**src/rtl/uart_pkg.sv**
```systemverilog
// Shared UART definitions: receiver FSM states, frame width and line idle level.
// The tx side imports the same idle level so both directions agree on it.
package uart_pkg;

    typedef enum logic [2:0] {
        UART_IDLE,
        UART_START,
        UART_DATA,
        UART_PARITY,
        UART_STOP
    } uart_state_t;

    localparam int   UART_DATA_BITS  = 8;
    localparam logic UART_IDLE_LEVEL = 1'b1;

endpackage

```
**src/rtl/rx_sync.sv**
```systemverilog
// Two-flop synchroniser for the asynchronous rx pin.
// Reset presets both flops to the idle line level so no false start bit appears.
module rx_sync
    import uart_pkg::*;
(
    input  logic clk,
    input  logic rst_n,
    input  logic d,
    output logic q
);

    logic meta;

    always_ff @(posedge clk or negedge rst_n) begin
        if (!rst_n) begin
            meta <= UART_IDLE_LEVEL;
            q    <= UART_IDLE_LEVEL;
        end else begin
            meta <= d;
            q    <= meta;
        end
    end

endmodule

```
**src/rtl/uart_rx.sv**
```systemverilog
// UART receiver: centre-samples start, 8 data bits LSB-first, optional parity
// and stop, then strobes the byte with its parity/framing status for one cycle.
module uart_rx
    import uart_pkg::*;
#(
    parameter int CLKS_PER_BIT = 434,
    parameter bit PARITY_EN    = 1'b1,
    parameter bit PARITY_ODD   = 1'b0
) (
    input  logic       clk,
    input  logic       rst_n,
    input  logic       rx,
    output logic [7:0] data_out,
    output logic       data_valid,
    output logic       parity_error,
    output logic       framing_error,
    output logic       busy
);

    localparam int CNT_W = $clog2(CLKS_PER_BIT);
    localparam int IDX_W = $clog2(UART_DATA_BITS);
    localparam logic [CNT_W-1:0] HALF_LAST = CNT_W'(CLKS_PER_BIT / 2 - 1);
    localparam logic [CNT_W-1:0] FULL_LAST = CNT_W'(CLKS_PER_BIT - 1);
    localparam logic [IDX_W-1:0] IDX_LAST  = IDX_W'(UART_DATA_BITS - 1);

    uart_state_t               state_q;
    uart_state_t               state_d;
    logic                      rx_s;
    logic                      sample_now;
    logic                      deliver;
    logic [CNT_W-1:0]          baud_cnt;
    logic [IDX_W-1:0]          bit_idx;
    logic [UART_DATA_BITS-1:0] shift_reg;
    logic                      parity_bad;
    logic                      stop_bit;
    logic                      stop_seen;

    rx_sync u_rx_sync (
        .clk  (clk),
        .rst_n(rst_n),
        .d    (rx),
        .q    (rx_s)
    );

    assign busy = (state_q != UART_IDLE);

    always_ff @(posedge clk or negedge rst_n) begin
        if (!rst_n) begin
            state_q <= UART_IDLE;
        end else begin
            state_q <= state_d;
        end
    end

    // STOP spends one extra cycle after its sample so the strobe lands on the next edge
    always_comb begin
        state_d    = state_q;
        sample_now = 1'b0;
        deliver    = 1'b0;
        case (state_q)
            UART_IDLE: begin
                if (rx_s != UART_IDLE_LEVEL) begin
                    state_d = UART_START;
                end
            end
            UART_START: begin
                if (baud_cnt == HALF_LAST) begin
                    sample_now = 1'b1;
                    state_d    = (rx_s == UART_IDLE_LEVEL) ? UART_IDLE : UART_DATA;
                end
            end
            UART_DATA: begin
                if (baud_cnt == FULL_LAST) begin
                    sample_now = 1'b1;
                    if (bit_idx == IDX_LAST) begin
                        state_d = PARITY_EN ? UART_PARITY : UART_STOP;
                    end
                end
            end
            UART_PARITY: begin
                if (baud_cnt == FULL_LAST) begin
                    sample_now = 1'b1;
                    state_d    = UART_STOP;
                end
            end
            UART_STOP: begin
                if (stop_seen) begin
                    deliver = 1'b1;
                    state_d = UART_IDLE;
                end else if (baud_cnt == FULL_LAST) begin
                    sample_now = 1'b1;
                end
            end
            default: begin
                state_d = UART_IDLE;
            end
        endcase
    end

    always_ff @(posedge clk or negedge rst_n) begin
        if (!rst_n) begin
            baud_cnt      <= '0;
            bit_idx       <= '0;
            shift_reg     <= '0;
            parity_bad    <= 1'b0;
            stop_bit      <= 1'b0;
            stop_seen     <= 1'b0;
            data_out      <= '0;
            data_valid    <= 1'b0;
            parity_error  <= 1'b0;
            framing_error <= 1'b0;
        end else begin
            data_valid    <= 1'b0;
            parity_error  <= 1'b0;
            framing_error <= 1'b0;
            if (state_q == UART_IDLE || sample_now || deliver) begin
                baud_cnt <= '0;
            end else begin
                baud_cnt <= baud_cnt + CNT_W'(1);
            end
            case (state_q)
                UART_IDLE: begin
                    bit_idx    <= '0;
                    parity_bad <= 1'b0;
                    stop_seen  <= 1'b0;
                end
                UART_DATA: begin
                    if (sample_now) begin
                        shift_reg <= {rx_s, shift_reg[UART_DATA_BITS-1:1]};
                        bit_idx   <= bit_idx + IDX_W'(1);
                    end
                end
                UART_PARITY: begin
                    if (sample_now) begin
                        parity_bad <= ((^shift_reg) ^ rx_s) != PARITY_ODD;
                    end
                end
                UART_STOP: begin
                    if (deliver) begin
                        data_out      <= shift_reg;
                        data_valid    <= 1'b1;
                        parity_error  <= PARITY_EN && parity_bad;
                        framing_error <= ~stop_bit;
                        stop_seen     <= 1'b0;
                    end else if (sample_now) begin
                        stop_bit  <= rx_s;
                        stop_seen <= 1'b1;
                    end
                end
                default: begin
                end
            endcase
        end
    end

endmodule

```
**config.mk**
```make
export PLATFORM = sky130hd
export DESIGN_NAME = uart_rx
export DESIGN_NICKNAME = d
export VERILOG_FILES = /design/src/rtl/uart_pkg.sv /design/src/rtl/rx_sync.sv /design/src/rtl/uart_rx.sv
export SDC_FILE = /design/constraint.sdc
export NUM_CORES = 1
export LEC_CHECK = 0
export CAP_MARGIN = 20
export CORE_MARGIN = 2
export CORE_UTILIZATION = 55
export DETAILED_ROUTE_END_ITERATION = 8
export PLACE_DENSITY = 0.83
export REMOVE_ABC_BUFFERS = 1
export SYNTH_ARGS = -nofsm -noshare
export SYNTH_HDL_FRONTEND = slang
export SYNTH_SLANG_ARGS = --single-unit
```
**constraint.sdc**
```tcl
create_clock -name clk -period 2.75 [get_ports clk]
set_clock_uncertainty 0.15 [all_clocks]
set_input_delay 0.55 -clock clk [delete_from_list [all_inputs] [get_ports clk]]
set_output_delay 0.55 -clock clk [all_outputs]
set_load 0.01 [all_outputs]
```
==> results of run 1 <==
-- cells by family (layout without fill, tap and decap cells) --
kind of cell / count (synthesis) / after routing
AOI/OAI and AO/OA: 19 / 19
xor gates and xnor gates: 15 / 15
adders and majority gates: 5 / 5
buffers and inverters: 12 / 31
DFF: 39 / 39
muxes: 16 / 16
and+or+nand+nor: 45 / 45
-- cells in the final DEF, fill, tap and decap left out, types with 2 or more instances in the layout --
cell type        instances
clkdlybuf4s50_1         13
xor2_1                   7
xnor2_1                  7
nor3_1                   9
mux2_2                  10
mux2_4                   5
nand3_1                  4
nand2_1                  7
and4bb_2                 2
o21ai_0                  4
a211oi_2                 2
clkbuf_4                 5
o22ai_1                  2
a22o_1                   3
and4b_1                  2
dfstp_2                  2
dfrtp_1                 37
nand4b_1                 2
nand4_1                  2
inv_1                    8
nor2_1                   2
a211oi_1                 2
ha_1                     5
-- per-layer routing --
layer | wire length, um | vias to the layer above | GRT usage, %
li1 | - | 587 | -
met1 | 1490 | 617 | 25.0
met2 | 1550 | 20 | 28.0
met3 | 123 | 5 | 5.95
met4 | 70 | 0 | 8.33
met5 | 0 | - | 0
-- cells in the mapped netlist (2+ instances only) --
cell      instances
mux2_2           10
mux2_4            5
dfrtp_1          37
xor2_1            7
a211oi_2          2
and4b_1           2
nor3_1            9
dfstp_2           2
o21ai_0           4
nor2_1            2
nand3_1           4
inv_1             8
nand4b_1          2
xnor2_1           7
ha_1              5
a211oi_1          2
buf_2             2
a22o_1            3
nand2_1           7
nand4_1           2
o22ai_1           2
and4bb_2          2
-- final timing paths --
| kind | end | slack (ps) | cells past startpoint |
|---|---|---|---|
| setup / recovery | busy | 220 | 2 |
| max in group asynchronous | data_out[3] | 1800 | 1 |
| hold / removal | data_valid | 120 | 1 |
| min in group clk | u_rx_sync.q | 210 | 0 |
| hold reg to reg | u_rx_sync.q | 210 | 0 |
| setup reg to reg | bit_idx[0] | 590 | 4 |
-- stage by stage --
step	hold WS, ps	util, %	area, um^2
floorplan	104	-	1870
global placement	197	62.2	2070
detailed placement	197	62.2	2070
CTS	142	64.6	2160
global route	178	64.6	2160
finish	122	64.6	2160
-- layout make-up --
class	instances	area [um^2]	area share (%)
inverters	8	30.0	1.39
repair buffers	15	143	6.62
flip-flops and latches	39	978	45.4
well taps	46	57.6	2.67
clock buffers	5	37.5	1.74
clock inverters	3	43.8	2.03
multi-input cells	100	866	40.2
-- worst max-delay path, delay by kind of cell (launching register included) --
kind / cells / cell delay [ps]
simple gates: 1 / 430
buf+inv: 1 / 480
flops: 1 / 550
-- where the power goes --
group	switching [mW]	leakage (nW)	internal, mW
registers	0.000576	0.523	0.576
clock network	0.200	0.0452	0.191
logic	0.0122	0.381	0.00317
total	0.213	0.949	0.770
==> flow_metrics.tcl, run 1 <==
set metrics [dict create \
    status "finished, final reports clean" \
    via_per_inst 5.69 \
    synthSimpleGateAreaFrac_pct 16.3 \
    rsz0062_at_grt "false" \
    ant_nets 0 \
    pre_cts_slack_ps 604 \
    synth_top_family_by_area "simple AND/OR/NAND/NOR gates" \
    async_reset_ff_share_pct 100 \
    finalWorstSetupSlack_ps 220 \
    yosys_most_used_dff "dfrtp_1" \
    synth.cell_area_um2 1900 \
    yosysTopAreaCell "dfrtp_1" \
    cap_viol_max_count 0 \
    cp_slowest_cell "dfrtp_1" \
    drive_gt1_share_pct 22.4 \
    cp.arrival_ps 1830 \
    area_growth_pct 13.5 \
    fin_cells 216 \
    synth_compound_area_share_pct 7.97 \
    antenna_found_initial 0 \
    drtPass1Iterations 4 \
    clock-root-buffer "clkbuf_4" \
    setup_violations 0 \
    drc 0 \
    fin_crit_sh_pct 92.0 \
    required_ps 2050 \
    synth-seq-cells 39 \
    io_buffers 14 \
    cts.sinks 39 \
    irDropWorstVdd_v 0.000349 \
    n_antenna_cell 0 \
    ys_seq_area_share_pct 51.5 \
    post_cts_buffers 0 \
    path_clk_slew_ps 120 \
    ios 15 \
    wire_per_inst_um 15.0 \
    place_congestion 0.837 \
    synth_area_leaders "dfrtp_1 (49%), mux2_2 (5.9%), mux2_4 (4.0%)" \
    post_cts_resized 0 \
    die_w_um 62.8 \
    synth_area_per_cell_um2 12.6 \
    p_leak_nw 0.949 \
    core.rowCount 21 \
    layout.nets 177 \
    cpPeakStageDelay_ps 550 \
    slew_viol_final 0 \
    synth.mux.area_fraction_pct 10.4 \
    dieHeight_um 62.8 \
    h-tree-depth 2 \
    finalPower_mw 0.983 \
    cp-startpoint "state_q[1]" \
    hold_buffers 0 \
    finalHoldViolations 0 \
    grt_pass1_wl_um 5640 \
    power_density_nw_per_um2 456 \
    track_usage_pct 18.7 \
    dp_cells 208 \
    fillerInstances 269 \
    min_period_ps 2530 \
    synthXorXnorAreaFrac_pct 7.64 \
    grt_overflow 0 \
    fmax_ghz 0.395 \
    initial_core_util_pct 56.9 \
    first_global_vias 1164 \
    crit_path_start_kind "register" \
    insertion_delay_ps 370 \
    place_hpwl_um 2240 \
    core_area_um2 3340 \
    grt_max_degree 40 \
    synth_cells 151 \
    cts_buffers 5 \
    vias 1229 \
    cp_cell_sequence "or3_1 > clkdlybuf4s50_1" \
    crit_type "register to output port" \
    synth_top_area_share_pct 48.7 \
    drt_iter0_drc 64 \
    clockBufferDepth 2 \
    path_max_fanout 16 \
    min-delay-path-class "input pin to async pin" \
    synth_edf_count 0 \
    synthAdderAreaFrac_pct 3.29 \
    r2r_start "state_q[1]" \
    dieArea_um2 3940 \
    synth.distinct_cells 47 \
    routed_wl_um 3230 \
    end_kind "output port" \
    cts_tree "done" \
    yosysWarnings 0 \
    largest_register_ffs 9 \
    setup_tns_ps 0 \
    slew_headroom_pct 43.9 \
    tightest_slew_ps 841 \
]
No activity file was read; power rests on OpenSTA's default activity.
==> inputs of run 2 (changes only) <==
- SKIP_CTS_REPAIR_TIMING: not set -> 1
- SLEW_MARGIN: not set -> 10
==> results of run 2 <==
No change in the layout: final DEF, timing and power equal those of run 1.
